`src/rtl/exc_arbiter_if.sv`:
```
// Signal bundle between the commit stage / CP0 and the exception arbiter.
// The master side drives commit-stage requests; the slave side is the arbiter.
interface exc_arbiter_if;
    logic        instr_valid;
    logic [31:0] pc;
    logic        is_syscall;
    logic        is_break;
    logic        is_teq_tk;
    logic        is_eret;
    logic        intr;
    logic [31:0] status;
    logic        kill;
    logic        exception;
    logic        eret;
    logic [4:0]  cause;
    logic [31:0] exc_pc;
    logic        stall;
    logic        intr_pend;

    modport master (
        output instr_valid, pc, is_syscall, is_break, is_teq_tk, is_eret, intr, status,
        input  kill, exception, eret, cause, exc_pc, stall, intr_pend
    );

    modport slave (
        input  instr_valid, pc, is_syscall, is_break, is_teq_tk, is_eret, intr, status,
        output kill, exception, eret, cause, exc_pc, stall, intr_pend
    );
endinterface

```
`src/rtl/exc_arbiter.sv`:
```
// Exception/interrupt arbiter feeding CP0: masks, prioritises and pulses one event, then stalls fetch.
// Define INTR_SYNC_EN to pass intr through a 2-flop synchroniser before edge detection.
module exc_arbiter #(
    parameter int unsigned FLUSH_CYCLES = 2,
    parameter logic [4:0]  INTR_CAUSE   = 5'b00000
) (
    input  logic          clk,
    input  logic          rst,
    exc_arbiter_if.slave  bus
);

    typedef enum logic [1:0] {IDLE, PULSE, FLUSH} state_t;

    localparam logic [4:0] CAUSE_SYS  = 5'b01000;
    localparam logic [4:0] CAUSE_BRK  = 5'b01001;
    localparam logic [4:0] CAUSE_TEQ  = 5'b01101;
    localparam logic [3:0] CNT_LOAD   = 4'(FLUSH_CYCLES - 1);

    state_t      state, state_nxt;
    logic [3:0]  cnt;
    logic        ev_is_eret;
    logic [4:0]  cause_q;
    logic [31:0] exc_pc_q;
    logic        intr_pend_q;
    logic        intr_rise;

    logic        ie, accept, q_sys, q_brk, q_teq, trap_any;
    logic        take_eret, take_trap, take_intr, take_any;
    logic [4:0]  ev_cause;
    logic        unused_status;

    assign unused_status = ^bus.status[31:5];

    // Interrupt edge detection, optionally behind a synchroniser.
`ifdef INTR_SYNC_EN
    logic intr_meta, intr_sync, intr_dly;

    always_ff @(posedge clk) begin
        if (!rst) begin
            intr_meta <= 1'b0;
            intr_sync <= 1'b0;
            intr_dly  <= 1'b0;
        end else begin
            intr_meta <= bus.intr;
            intr_sync <= intr_meta;
            intr_dly  <= intr_sync;
        end
    end

    assign intr_rise = intr_sync & ~intr_dly;
`else
    logic intr_dly;

    // NOTE: sequential state uses non-blocking assignments so every flop samples pre-edge values.
    always_ff @(posedge clk) begin
        if (!rst) intr_dly <= 1'b0;
        else      intr_dly <= bus.intr;
    end

    assign intr_rise = bus.intr & ~intr_dly;
`endif

    // Request qualification and priority: eret > syscall > break > teq > interrupt.
    assign ie        = bus.status[0];
    assign accept    = (state == IDLE) && bus.instr_valid;
    assign q_sys     = bus.is_syscall & ie & bus.status[1];
    assign q_brk     = bus.is_break   & ie & bus.status[2];
    assign q_teq     = bus.is_teq_tk  & ie & bus.status[3];
    assign trap_any  = q_sys | q_brk | q_teq;
    assign take_eret = accept & bus.is_eret;
    assign take_trap = accept & ~bus.is_eret & trap_any;
    assign take_intr = accept & ~bus.is_eret & ~trap_any & intr_pend_q & ie & bus.status[4];
    assign take_any  = take_eret | take_trap | take_intr;

    always_comb begin
        // NOTE: default first so no path leaves ev_cause unassigned (no latch).
        ev_cause = INTR_CAUSE;
        if (q_sys)      ev_cause = CAUSE_SYS;
        else if (q_brk) ev_cause = CAUSE_BRK;
        else if (q_teq) ev_cause = CAUSE_TEQ;
    end

    // FSM: state register.
    always_ff @(posedge clk) begin
        // NOTE: reset is synchronous and active-low; it is only seen at a clock edge.
        if (!rst) state <= IDLE;
        else      state <= state_nxt;
    end

    // FSM: next state.
    always_comb begin
        state_nxt = state;
        case (state)
            IDLE:    if (take_any) state_nxt = PULSE;
            PULSE:   state_nxt = FLUSH;
            FLUSH:   if (cnt == 4'd0) state_nxt = IDLE;
            default: state_nxt = IDLE;
        endcase
    end

    // FSM: outputs. kill is taken straight from the acceptance logic so writeback is blocked in-cycle.
    always_comb begin
        bus.kill      = rst & (take_trap | take_intr);
        bus.exception = (state == PULSE) & ~ev_is_eret;
        bus.eret      = (state == PULSE) &  ev_is_eret;
        bus.stall     = (state != IDLE);
    end

    // Flush counter, captured event and pending interrupt latch.
    always_ff @(posedge clk) begin
        if (!rst) begin
            cnt         <= 4'd0;
            ev_is_eret  <= 1'b0;
            cause_q     <= 5'd0;
            exc_pc_q    <= 32'd0;
            intr_pend_q <= 1'b0;
        end else begin
            if (state == PULSE)
                cnt <= CNT_LOAD;
            else if (state == FLUSH && cnt != 4'd0)
                cnt <= cnt - 4'd1;

            if (take_any) begin
                ev_is_eret <= take_eret;
                exc_pc_q   <= bus.pc;
                if (!take_eret) cause_q <= ev_cause;
            end

            // A new edge in the same cycle as acceptance keeps the latch set.
            intr_pend_q <= intr_rise | (intr_pend_q & ~take_intr);
        end
    end

    assign bus.cause     = cause_q;
    assign bus.exc_pc    = exc_pc_q;
    assign bus.intr_pend = intr_pend_q;

endmodule

```
`src/flat_wrapper.sv`:
```
// flat-port wrapper written by rule: the top's interface ports become plain ports
module exc_arbiter_flat 
#(
    parameter int unsigned FLUSH_CYCLES = 2,
    parameter logic [4:0]  INTR_CAUSE   = 5'b00000
)
  (clk, rst, bus_instr_valid, bus_pc, bus_is_syscall, bus_is_break, bus_is_teq_tk, bus_is_eret, bus_intr, bus_status, bus_kill, bus_exception, bus_eret, bus_cause, bus_exc_pc, bus_stall, bus_intr_pend);
  exc_arbiter_if bus_i ();
  input  logic clk;
  input  logic rst;
  input wire logic [$bits(bus_i.instr_valid)-1:0] bus_instr_valid;
  input wire logic [$bits(bus_i.pc)-1:0] bus_pc;
  input wire logic [$bits(bus_i.is_syscall)-1:0] bus_is_syscall;
  input wire logic [$bits(bus_i.is_break)-1:0] bus_is_break;
  input wire logic [$bits(bus_i.is_teq_tk)-1:0] bus_is_teq_tk;
  input wire logic [$bits(bus_i.is_eret)-1:0] bus_is_eret;
  input wire logic [$bits(bus_i.intr)-1:0] bus_intr;
  input wire logic [$bits(bus_i.status)-1:0] bus_status;
  output wire logic [$bits(bus_i.kill)-1:0] bus_kill;
  output wire logic [$bits(bus_i.exception)-1:0] bus_exception;
  output wire logic [$bits(bus_i.eret)-1:0] bus_eret;
  output wire logic [$bits(bus_i.cause)-1:0] bus_cause;
  output wire logic [$bits(bus_i.exc_pc)-1:0] bus_exc_pc;
  output wire logic [$bits(bus_i.stall)-1:0] bus_stall;
  output wire logic [$bits(bus_i.intr_pend)-1:0] bus_intr_pend;
  assign bus_i.instr_valid = bus_instr_valid;
  assign bus_i.pc = bus_pc;
  assign bus_i.is_syscall = bus_is_syscall;
  assign bus_i.is_break = bus_is_break;
  assign bus_i.is_teq_tk = bus_is_teq_tk;
  assign bus_i.is_eret = bus_is_eret;
  assign bus_i.intr = bus_intr;
  assign bus_i.status = bus_status;
  assign bus_kill = bus_i.kill;
  assign bus_exception = bus_i.exception;
  assign bus_eret = bus_i.eret;
  assign bus_cause = bus_i.cause;
  assign bus_exc_pc = bus_i.exc_pc;
  assign bus_stall = bus_i.stall;
  assign bus_intr_pend = bus_i.intr_pend;
  exc_arbiter #(.FLUSH_CYCLES(FLUSH_CYCLES), .INTR_CAUSE(INTR_CAUSE)) u_core (.clk(clk), .rst(rst), .bus(bus_i));
endmodule
```
`config.mk`:
```
export PLATFORM = sky130hd
export DESIGN_NAME = exc_arbiter_flat
export DESIGN_NICKNAME = d
export VERILOG_FILES = /design/src/rtl/exc_arbiter_if.sv /design/src/rtl/exc_arbiter.sv /design/src/flat_wrapper.sv
export SDC_FILE = /design/constraint.sdc
export NUM_CORES = 1
export LEC_CHECK = 0
export BUFFER_PORTS_ARGS = -buffer_cell sky130_fd_sc_hd__buf_2
export CAP_MARGIN = 10
export CORE_MARGIN = 10
export CORE_UTILIZATION = 36
export CTS_CLUSTER_SIZE = 10
export DETAILED_ROUTE_END_ITERATION = 6
export PLACE_DENSITY = 0.68
export SYNTH_ARGS = -nofsm -noshare
export SYNTH_HDL_FRONTEND = slang
export SYNTH_SLANG_ARGS = --single-unit
```
`constraint.sdc`:
```
create_clock -name clk -period 2.05 [get_ports clk]
set_clock_uncertainty 0.1 [all_clocks]
set_input_delay 0.3075 -clock clk [delete_from_list [all_inputs] [get_ports clk]]
set_output_delay 0.3075 -clock clk [all_outputs]
set_load 0.02 [all_outputs]
```
==> impl_metrics.py <==
metrics = {
    "yosys": {
        "synth_top_area_share_pct": 45.60,
        "synth-main-ff-cell": "dfxtp_1",
        "synth_commonest_cells": "nand2_1, dfxtp_1, mux2i_1",
        "syn_area_per_cell_um2": 9.070,
        "yosysMostFrequentCell": "nand2_1",
        "netlist_area_um2": 1932,
        "synth_edf_count": 0,
        "syn-instance-count": 213,
        "seq_area_frac_synth_pct": 45.60,
        "synth_seq_cells": 44,
        "ys_types": 36,
        "async_flop_share_pct": 0,
        "yosys_warnings": 0,
        "yosys.area.top_type": "dfxtp_1",
        "netlist_top_cells_area": "dfxtp_1, mux2i_1, nand2_1, buf_8, a21oi_1",
    },
    "die": {
        "core_area_um2": 5140,
        "num_io_pins": 114,
        "die_area_um2": 8697,
        "die_x_um": 93.26,
        "die_y_um": 93.26,
        "initial_core_util_pct": 37.59,
        "row_count": 26,
    },
    "timing": {
        "fin_setup_tns_ns": 0,
        "rsz0062_at_grt": "false",
        "worst_slack_ns": 0.1408,
        "drv_slew": 0,
        "setup_violations": 0,
        "post-route-period-util_pct": 93.13,
        "max_freq_mhz": 523.8,
        "period_needed_ns": 1.909,
        "hold_viol": 0,
    },
    "placement": {
        "numPortBuffers": 84,
        "placed_cell_area_um2": 2382,
        "dp_slack_ns": 0.4024,
        "place_inst": 358,
        "place_hpwl_mm": 3.585,
        "gp_routability_congestion": 0.7515,
    },
    "detailed_routing": {
        "drc": 0,
        "viasPerCell": 4.445,
        "wl_per_cell_um": 12.47,
        "ant_nets": 0,
        "drt-total-wl_mm": 4.564,
        "num_vias": 1627,
        "first_pass_iters": 4,
        "drtIter0Drc": 38,
    },
    "worst_setup_path": {
        "worst_ep_required_time_ns": 1.64,
        "crit_path_max_incr_delay_ns": 0.33,
        "r2r_end": "u_core.bus.exc_pc[9]$_SDFFE_PN0P_",
        "crit_family": "simple AND/OR/NAND/NOR gates",
        "setup.worst_path.end_class": "output port",
        "crit_type": "flop to output port",
        "critical-path-slowest-cell": "dfxtp_1",
        "path_cells": "or2_4, a2111oi_4, and2_1, buf_2",
        "reg2reg_from": "u_core.state[1]$_SDFFE_PN0P_",
        "reg2reg_depth": 5,
        "critPathCapture": "bus_kill",
        "cp_max_fo": 5,
        "cp_num_cells": 4,
        "crit_start": "u_core.state[1]$_SDFFE_PN0P_",
        "path_buf_inv": 1,
        "arrival_ns": 1.50,
        "cp-start-kind": "flop",
        "r2r_slack_ns": 0.49,
    },
    "global_route": {
        "gr-total-overflow": 0,
        "grt_pass1_wl_mm": 7.810,
        "grt_max_degree": 34,
        "first_global_vias": 1706,
        "grt_usage_pct": 10.94,
        "antenna_found_initial": 0,
    },
    "job": {
        "drv_cap": 0,
    },
    "clock_network": {
        "clk_latency_ns": 0.29,
        "numCtsBuffers": 5,
        "cts_tree": "built",
        "h-tree-depth": 2,
        "cts_num_sinks": 44,
        "cts.clk_slew.worst_paths_ns": 0.08,
        "cts-root-buf": "clkbuf_8",
        "post_cts_buffers": 0,
        "cts_buffer_depth": 2,
    },
    "finish": {
        "drive_gt1_share_pct": 35.14,
        "antennaDiodeCount": 0,
        "stdcell_count": 366,
        "nets": 368,
        "syn_to_final_growth_pct": 28.50,
        "fin_area_um2": 2482,
    },
    "worst_hold_path": {
        "holdCritPathClass": "input port to flop",
    },
    "power": {
        "irDropWorstVdd_mv": 0.3414,
        "leakage_nw": 1.188,
        "powerDensity_nw_per_um2": 747.2,
    },
    "outcome": {
        "status": "finished, final reports clean",
    },
}
==> metal layers <==
metal | vias up | wire length [um] | track usage, %
li1 | 859 | - | -
met1 | 710 | 1830 | 10.99
met2 | 53 | 2059 | 17.69
met3 | 5 | 635 | 7.914
met4 | 0 | 40 | 3.085
met5 | - | 0 | 0
==> worst min path at each step <==
stage / start / end / slack [ns] / cells past startpoint
global route: bus_intr / u_core.intr_dly$_SDFF_PN0_ / 0.13 / 3
global placement: u_core.intr_dly$_SDFF_PN0_ / u_core.bus.intr_pend$_SDFF_PN0_ / 0.31 / 1
detailed placement: u_core.intr_dly$_SDFF_PN0_ / u_core.bus.intr_pend$_SDFF_PN0_ / 0.34 / 1
floorplan: u_core.intr_dly$_SDFF_PN0_ / u_core.bus.intr_pend$_SDFF_PN0_ / 0.31 / 1
finish: bus_intr / u_core.intr_dly$_SDFF_PN0_ / 0.13 / 3
CTS: bus_intr / u_core.intr_dly$_SDFF_PN0_ / 0.12 / 3
==> what timing repair did <==
action	CTS	global route
hold buffers	0	0
setup endpoints to repair	0	1
gates resized for setup	0	1
==> tightest hold or removal path: stages <==
cell and delay [ns]:
buf_2 0.08, nand2_1 0.06, inv_1 0.04
==> report_power, final <==
part / internal, mW / switching, mW / leakage, nW
Combinational: 0.148 / 0.205 / 0.785
Sequential: 0.909 / 0.0276 / 0.360
Clock: 0.273 / 0.292 / 0.0434
==> metrics by stage <==
step	util, %	power (mW)	hold slack, ns
2_1_floorplan	-	1.201	0.3081
3_3_place_gp	46.35	1.308	0.3140
4_1_cts	48.25	1.896	0.1171
5_1_grt	48.30	1.961	0.1346
6_report	48.30	1.855	0.1291
3_5_place_dp	46.35	1.315	0.3418
==> cells in the final DEF, fill, tap and decap left out, types with 2 or more instances in the layout <==
master and n:
nor2_1 6, nor3b_1 2, nand2b_1 3, a211oi_1 3, dfxtp_1 44, conb_1 2, buf_4 4, nor3_1 2
mux2i_1 32, clkbuf_8 6, clkinvlp_4 2, a21oi_1 6, buf_2 84, inv_1 5, nand2_1 70, a22oi_2 2
and2_1 2
==> cells by family after synthesis <==
kind of cell	synth area share, %
buf+inv	6.800
simple gates	21.63
compound gates	7.642
other cells	0.1941
fa+ha+maj	0.6476
mux	16.58
xor+xnor	0.9069
flops	45.60
==> state kept, by name, summed over array words and instances, names as in the netlist <==
name / count
u_core.bus.exc_pc: 32
u_core.cnt: 4
u_core.bus.cause: 3
u_core.state: 2
u_core.bus.intr_pend: 1
u_core.ev_is_eret: 1
u_core.intr_dly: 1
==> final cells by class <==
cell class              instances  area, um^2
clock buffers                   6       82.58
clock inverters                 2       15.01
fillers                       545        2658
inverters                       5       18.77
multi-input cells             150       927.1
flip-flops and latches         44       880.8
well taps                      70       87.58
repair buffers                 89       470.5
No activity file was read; power rests on OpenSTA's default activity.
